<file path="src/rtl/decoder_scan_ctrl.sv">
// decoder_scan_ctrl: drives select/enable of a 2x4 decoder so the enabled
// channels are strobed in ascending order, each for dwell+1 cycles, with a
// one-cycle enable-low gap between channels. Single-pass or continuous.
module decoder_scan_ctrl #(
    parameter int DWELL_W = 8
) (
    input  logic               clk,
    input  logic               rst,
    input  logic               start,
    input  logic               stop,
    input  logic               mode,
    input  logic [3:0]         mask,
    input  logic [DWELL_W-1:0] dwell,
    output logic [1:0]         A,
    output logic               E,
    output logic               busy,
    output logic               done,
    output logic               wrap
);

    localparam logic [1:0] ST_IDLE   = 2'd0;
    localparam logic [1:0] ST_ACTIVE = 2'd1;
    localparam logic [1:0] ST_GAP    = 2'd2;

    logic [1:0]         state_r, state_s;
    logic [1:0]         a_r, a_s;
    logic               e_r, e_s;
    logic               busy_r, busy_s;
    logic               done_r, done_s;
    logic               wrap_r, wrap_s;
    logic [DWELL_W-1:0] cnt_r, cnt_s;
    logic [DWELL_W-1:0] dwell_r, dwell_s;
    logic [3:0]         mask_r, mask_s;
    logic               mode_r, mode_s;
    logic [2:0]         nxt_s;

    // Lowest set bit of a channel mask (0 when the mask is empty).
    function automatic logic [1:0] lowest_ch(input logic [3:0] m);
        logic [1:0] ch;
        ch = 2'd0;
        for (int i = 3; i >= 0; i--) begin
            if (m[i]) begin
                ch = i[1:0];
            end else begin
                ch = ch;
            end
        end
        return ch;
    endfunction

    // Next enabled channel above cur; falls back to the lowest one.
    // Result is {wrapped, channel}.
    function automatic logic [2:0] next_ch(input logic [3:0] m, input logic [1:0] cur);
        logic       found;
        logic [1:0] ch;
        found = 1'b0;
        ch    = lowest_ch(m);
        for (int i = 3; i >= 0; i--) begin
            if (m[i] && (i > int'(cur))) begin
                found = 1'b1;
                ch    = i[1:0];
            end else begin
                found = found;
            end
        end
        return {~found, ch};
    endfunction

    assign A    = a_r;
    assign E    = e_r;
    assign busy = busy_r;
    assign done = done_r;
    assign wrap = wrap_r;

    // Next-state and next-output computation for the scan sequencer.
    always_comb begin
        state_s = state_r;
        a_s     = a_r;
        e_s     = e_r;
        busy_s  = busy_r;
        done_s  = 1'b0;
        wrap_s  = 1'b0;
        cnt_s   = cnt_r;
        dwell_s = dwell_r;
        mask_s  = mask_r;
        mode_s  = mode_r;
        nxt_s   = next_ch(mask_r, a_r);
        if (stop) begin
            state_s = ST_IDLE;
            a_s     = 2'd0;
            e_s     = 1'b0;
            busy_s  = 1'b0;
            cnt_s   = '0;
        end else begin
            case (state_r)
                ST_IDLE: begin
                    if (start && (mask != 4'b0000)) begin
                        state_s = ST_ACTIVE;
                        a_s     = lowest_ch(mask);
                        e_s     = 1'b1;
                        busy_s  = 1'b1;
                        cnt_s   = '0;
                        dwell_s = dwell;
                        mask_s  = mask;
                        mode_s  = mode;
                    end else begin
                        a_s    = 2'd0;
                        e_s    = 1'b0;
                        busy_s = 1'b0;
                        cnt_s  = '0;
                    end
                end
                ST_ACTIVE: begin
                    if (cnt_r == dwell_r) begin
                        cnt_s = '0;
                        e_s   = 1'b0;
                        if (nxt_s[2] && mode_r) begin
                            // Last channel of a single pass: straight back to idle.
                            state_s = ST_IDLE;
                            a_s     = 2'd0;
                            busy_s  = 1'b0;
                            done_s  = 1'b1;
                        end else begin
                            state_s = ST_GAP;
                            a_s     = nxt_s[1:0];
                            wrap_s  = nxt_s[2];
                        end
                    end else begin
                        cnt_s = cnt_r + 1'b1;
                    end
                end
                ST_GAP: begin
                    state_s = ST_ACTIVE;
                    e_s     = 1'b1;
                    cnt_s   = '0;
                end
                default: begin
                    state_s = ST_IDLE;
                    a_s     = 2'd0;
                    e_s     = 1'b0;
                    busy_s  = 1'b0;
                    cnt_s   = '0;
                end
            endcase
        end
    end

    // State and output registers; reset clears everything including E at once.
    always_ff @(posedge clk or posedge rst) begin
        if (rst) begin
            state_r <= ST_IDLE;
            a_r     <= 2'd0;
            e_r     <= 1'b0;
            busy_r  <= 1'b0;
            done_r  <= 1'b0;
            wrap_r  <= 1'b0;
            cnt_r   <= '0;
            dwell_r <= '0;
            mask_r  <= 4'b0000;
            mode_r  <= 1'b0;
        end else begin
            state_r <= state_s;
            a_r     <= a_s;
            e_r     <= e_s;
            busy_r  <= busy_s;
            done_r  <= done_s;
            wrap_r  <= wrap_s;
            cnt_r   <= cnt_s;
            dwell_r <= dwell_s;
            mask_r  <= mask_s;
            mode_r  <= mode_s;
        end
    end

endmodule

</file>
<file path="config.mk">
export PLATFORM = sky130hd
export DESIGN_NAME = decoder_scan_ctrl
export DESIGN_NICKNAME = d
export VERILOG_FILES = /design/src/rtl/decoder_scan_ctrl.sv
export SDC_FILE = /design/constraint.sdc
export NUM_CORES = 1
export LEC_CHECK = 0
export BUFFER_PORTS_ARGS = -buffer_cell sky130_fd_sc_hd__clkbuf_2
export CAP_MARGIN = 20
export CORE_ASPECT_RATIO = 1.2
export CORE_MARGIN = 2
export CORE_UTILIZATION = 55
export CTS_BUF_LIST = sky130_fd_sc_hd__clkbuf_4
export CTS_CLUSTER_DIAMETER = 40
export CTS_CLUSTER_SIZE = 10
export DETAILED_ROUTE_END_ITERATION = 8
export GPL_ROUTABILITY_DRIVEN = 0
export HOLD_SLACK_MARGIN = 0.05
export PLACE_DENSITY = 0.78
export SYNTH_ARGS = -nofsm -noshare
export SYNTH_HDL_FRONTEND = slang
export SYNTH_SLANG_ARGS = --single-unit
</file>
<file path="constraint.sdc">
create_clock -name clk -period 3.9 [get_ports clk]
set_input_delay 0.78 -clock clk [delete_from_list [all_inputs] [get_ports clk]]
set_output_delay 0.78 -clock clk [all_outputs]
set_load 0.02 [all_outputs]
</file>
* Yosys cells after proc, flatten, opt, wreduce, memory -nomap -nowiden
Cells that the tools add are included.
Word-level totals: bits in registers 29, latch bits 0, bits in writable memories 0, ROM bits 0, input port bits 17, output and inout bits 6, logic and storage cells 77, memories 0
Cells by class: $add $sub $neg 1, $mul 0, divide/modulo/power cells 0, $lt $le $gt $ge 3, equality and inequality tests 7, shifts and indexed selects 0, multiplexer cells 43, bitwise operators 2, reductions and logical operators 11
Operators with widths (number):
- 2-bit two-way mux | 19
- 8-bit two-way mux | 3
- 1-bit two-way mux | 17
- 2-bit one-hot mux with 3 select lines | 2
- 3-bit inequality test (second input constant) | 3
- 8-bit by 1-bit adder with 8-bit output (second input constant) | 1
- 8-bit == test | 1
- 1-bit one-hot mux with 3 select lines | 2
- 3-bit AND reduction | 2
- 1-bit logical AND | 5
- 2-bit greater-than comparator (first input constant) | 2
- 2-bit AND reduction | 2
- 4-bit nonzero test | 1
- 2-bit by 1-bit == test with 1-bit output (second input constant) | 1
- 2-bit == test (second input constant) | 1
- 1-bit by 2-bit greater-than comparator with 1-bit output (first input constant) | 1
- 2-bit zero test | 1
- 2-bit inequality test (second input constant) | 1
- 1-bit inverter | 2

* Logic depth before layout (Yosys ltp)
depth after elaboration 11, depth in mapped cells 7, gate-level depth less buffers 5

* Least setup slack after synthesis
No wires, ideal clock.
path kind input to register, start in mask[0], end reg dwell_r[0], library setup time 125 ps, arrival 1832 ps, required time 3775 ps, slack 1943 ps, stages on the path 5, path buffers 2, path through o41ai_2 > or3_1 > buf_6 > buf_12 > mux2_4
Between the ends: word-level cells in the longest chain between the ends 3
RTL lines:
- start, declared | RTL line 12 | input logic [3:0] mask,
- 4-bit nonzero test | RTL line 97 | if (start && (mask != 4'b0000)) begin
- 1-bit logical AND | RTL line 97
- 3-bit AND reduction (no source line)
- end signal, assigned | RTL line 169 | dwell_r <= dwell_s;
- end, declared | RTL line 32 | logic [DWELL_W-1:0] dwell_r, dwell_s;
Every way passes these cells. A chain may end at the register's enable or synchronous reset.

* Worst setup path after layout
start in mask[1], end reg dwell_r[5]
Same word-level chain as after synthesis.

==> key figures <==
Floorplan
  • # rows: 20
  • I/O Pins: 23
  • Die Y: 61.17 um
  • Die Footprint: 3158 um^2
  • Die span in x: 51.64 um
  • Starting Density: 0.5868
  • Core box area: 2552 um^2

Clock tree
  • Post-CTS Setup Bufs: 0
  • CTS sink cnt: 29
  • Hold buffer count at CTS: 0
  • Reg clk slew, reported paths: 100 ps
  • CTS tree: built
  • # H-tree levels: 2
  • CTS buffer count: 5
  • Root buf cell: clkbuf_4
  • Post-cts sizing count: 0
  • CTS max path bufs: 2
  • Clock Latency Late Sink: 340 ps

Yosys
  • Warnings, synthesis: 0
  • Post-synth ARST share: 1.000
  • Top-area cell type share of the netlist area: 0.4845
  • Most common cell in the netlist: dfrtp_1
  • Post-synth cell types: 36
  • Synthesized flop and latch total: 29
  • Synth Cell Area: 1498 um^2
  • Seq/Total Area, Yosys: 0.4845
  • Post-synth EDFFs: 0
  • Mean Syn Cell Area: 11.18 um^2
  • Syn Inst Count: 134
  • Synth area leader: dfrtp_1
  • Syn nets: 152
  • Post-synth top cells: dfrtp_1 (29), xor2_1 (12), nor2_1 (11)
  • Top_reg_cell synth: dfrtp_1
  • Synth area leaders: dfrtp_1 (48%), mux2_4 (8.0%), xor2_1 (7.0%), mux2_2 (3.0%), nor2_1 (2.8%)

Setup path
  • Critical Path Fanout Max: 14
  • Req. time, crit path: 4120 ps
  • Crit path max-delay cell type: or3_1
  • FF-to-FF path depth: 4
  • Slowest stage delay, CP: 670 ps
  • Critical Path End Type: flip-flop
  • Critical path startpoint category: primary input
  • Top delay family on crit path: simple AND/OR/NAND/NOR gates
  • Buf/Inv on CP: 1
  • CP cell instances: clkbuf_2 -> o41ai_2 -> or3_1 -> mux2_2
  • CP Class: primary input to flip-flop
  • Crit. path cell count: 4
  • Arr. time, crit path: 2400 ps

Route
  • TritonRoute pass-1 iters: 4
  • Routed wire length: 2955 um
  • Initial DRC count: 27
  • WL/cell: 15.23 um
  • Post-route antenna net violation count: 0
  • Routed vias/inst: 5.644
  • Vias: 1,095
  • Drc violations: 0

Run status
  • Status: completed

Global routing
  • Total GRT Usage: 0.2203
  • GR Overflow Total: 0
  • Vias in the first global route: 1,168
  • Initial antenna violation count: 0
  • Largest net degree at the start of global routing: 30
  • First-pass GRT wire length: 4954 um

Timing
  • Fin worst setup slack: 1716 ps
  • RSZ-0062 raised after global routing: false
  • Final hold viol count: 0
  • Final worst path period share: 0.5600
  • Final setup violation count: 0
  • F_max: 457.8 MHz
  • Pin slew with the least headroom to its limit: 761.9 ps
  • Minimum clock period: 2184 ps
  • Final hold slack: 441.8 ps
  • Fin. max-slew vios: 0
  • Setup_tns: 0 ps
  • Max transition margin: 0.4921
  • Clk_skew: 16.28 ps

Pwr
  • Int Power: 0.4790 mW
  • Power density cells: 410.3 nW/um^2
  • Flop pwr share: 0.538
  • Static Leakage: 0.7970 nW
  • Switching share of power: 0.3084
  • Worst IR Drop VDD: 0.2698 mV
  • Comb power frac: 0.213
  • Psw: 0.2136 mW
  • Clock network power share: 0.249
  • Final Power: 0.6926 mW

Final layout
  • Final instance area: 1688 um^2
  • Layout area overhead: 12.70%
  • Fill count: 217
  • Antenna Cells: 0
  • Fraction of layout cells with a size suffix above 1: 0.2919
  • NumNets Final: 178

Place
  • Post-DP HPWL: 2123 um
  • Place WS: 1410 ps
  • PortBufs: 22
  • Cell Area, Placed: 1610 um^2

Min path
  • HP Class: primary input to async pin

Flow run
  • Max-cap violations: 0
==> power groups by stage <==
stage                     sequential, mW  clock (mW)  combinational, mW
after floorplan                    0.369           0              0.115
final                              0.373       0.172              0.148
after global placement             0.375           0              0.138
after global routing               0.377       0.191              0.163
after detailed placement           0.377           0              0.145
after CTS                          0.372       0.176              0.146
==> metal layers <==
layer,vias up,wire length (um),GRT usage
li1,527,-,-
met5,-,0,0
met4,0,95,0.1241
met3,12,159,0.07524
met1,524,1201,0.2294
met2,32,1498,0.3901
==> layout make-up <==
| type | instances | area [um^2] | share of cell area |
|---|---|---|---|
| multi-input cells | 95 | 710.7 | 0.4211 |
| inverters | 6 | 22.52 | 0.01334 |
| clock inverters | 3 | 12.51 | 0.007413 |
| flip-flops and latches | 29 | 725.7 | 0.4299 |
| clock buffers | 5 | 37.54 | 0.02224 |
| repair buffers | 23 | 137.6 | 0.08154 |
| well taps | 33 | 41.29 | 0.02446 |
==> flip-flops by register name, summed over array words and instances (netlist names), 2 cells and up <==
register  cells
cnt_r         8
dwell_r       8
mask_r        4
A             2
state_r       2
==> placed cells by master (no fill, tap or decap), types with 3 or more instances in the layout <==
master    netlist  final
mux2_4          8      8
clkbuf_2        0     22
dfrtp_1        29     29
nand3_1         4      4
nor2b_1         4      4
inv_1           5      5
a21oi_1         8      8
clkbuf_4        0      5
xor2_1         12     12
o21ai_0         4      4
nand2_1         5      5
nor2_1         11     11
a31oi_1         3      3
mux2_2          4      4
nand2b_1        5      5
==> path summary, 6_finish.rpt <==
path	from	to	slack, ps
min in group clk	mode_r	wrap	490
min reg2reg	mode_r	wrap	490
max reg2reg	state_r[1]	dwell_r[4]	2110
max in group asynchronous	rst	state_r[0]	2970
min	rst	mask_r[2]	440
max	mask[1]	dwell_r[5]	1720
==> cell families (layout without fill, tap and decap cells) <==
group	after synthesis	in the layout	share of synthesized area
multiplexers	12	12	0.1103
AO/OA/AOI/OAI	24	24	0.1061
buffers and inverters	10	37	0.04094
adder cells (fa/ha/maj)	1	1	0.008353
AND/OR/NAND/NOR	44	44	0.1679
flip-flops	29	29	0.4845
XOR/XNOR	14	14	0.08187
==> per-stage QoR <==
step                      utilization  std cells
after floorplan                     -        134
after global placement         0.6309        185
after detailed placement       0.6309        185
after CTS                      0.6505        193
after global routing           0.6613        194
final                          0.6613        194
Power figures use the tool's default switching activity.
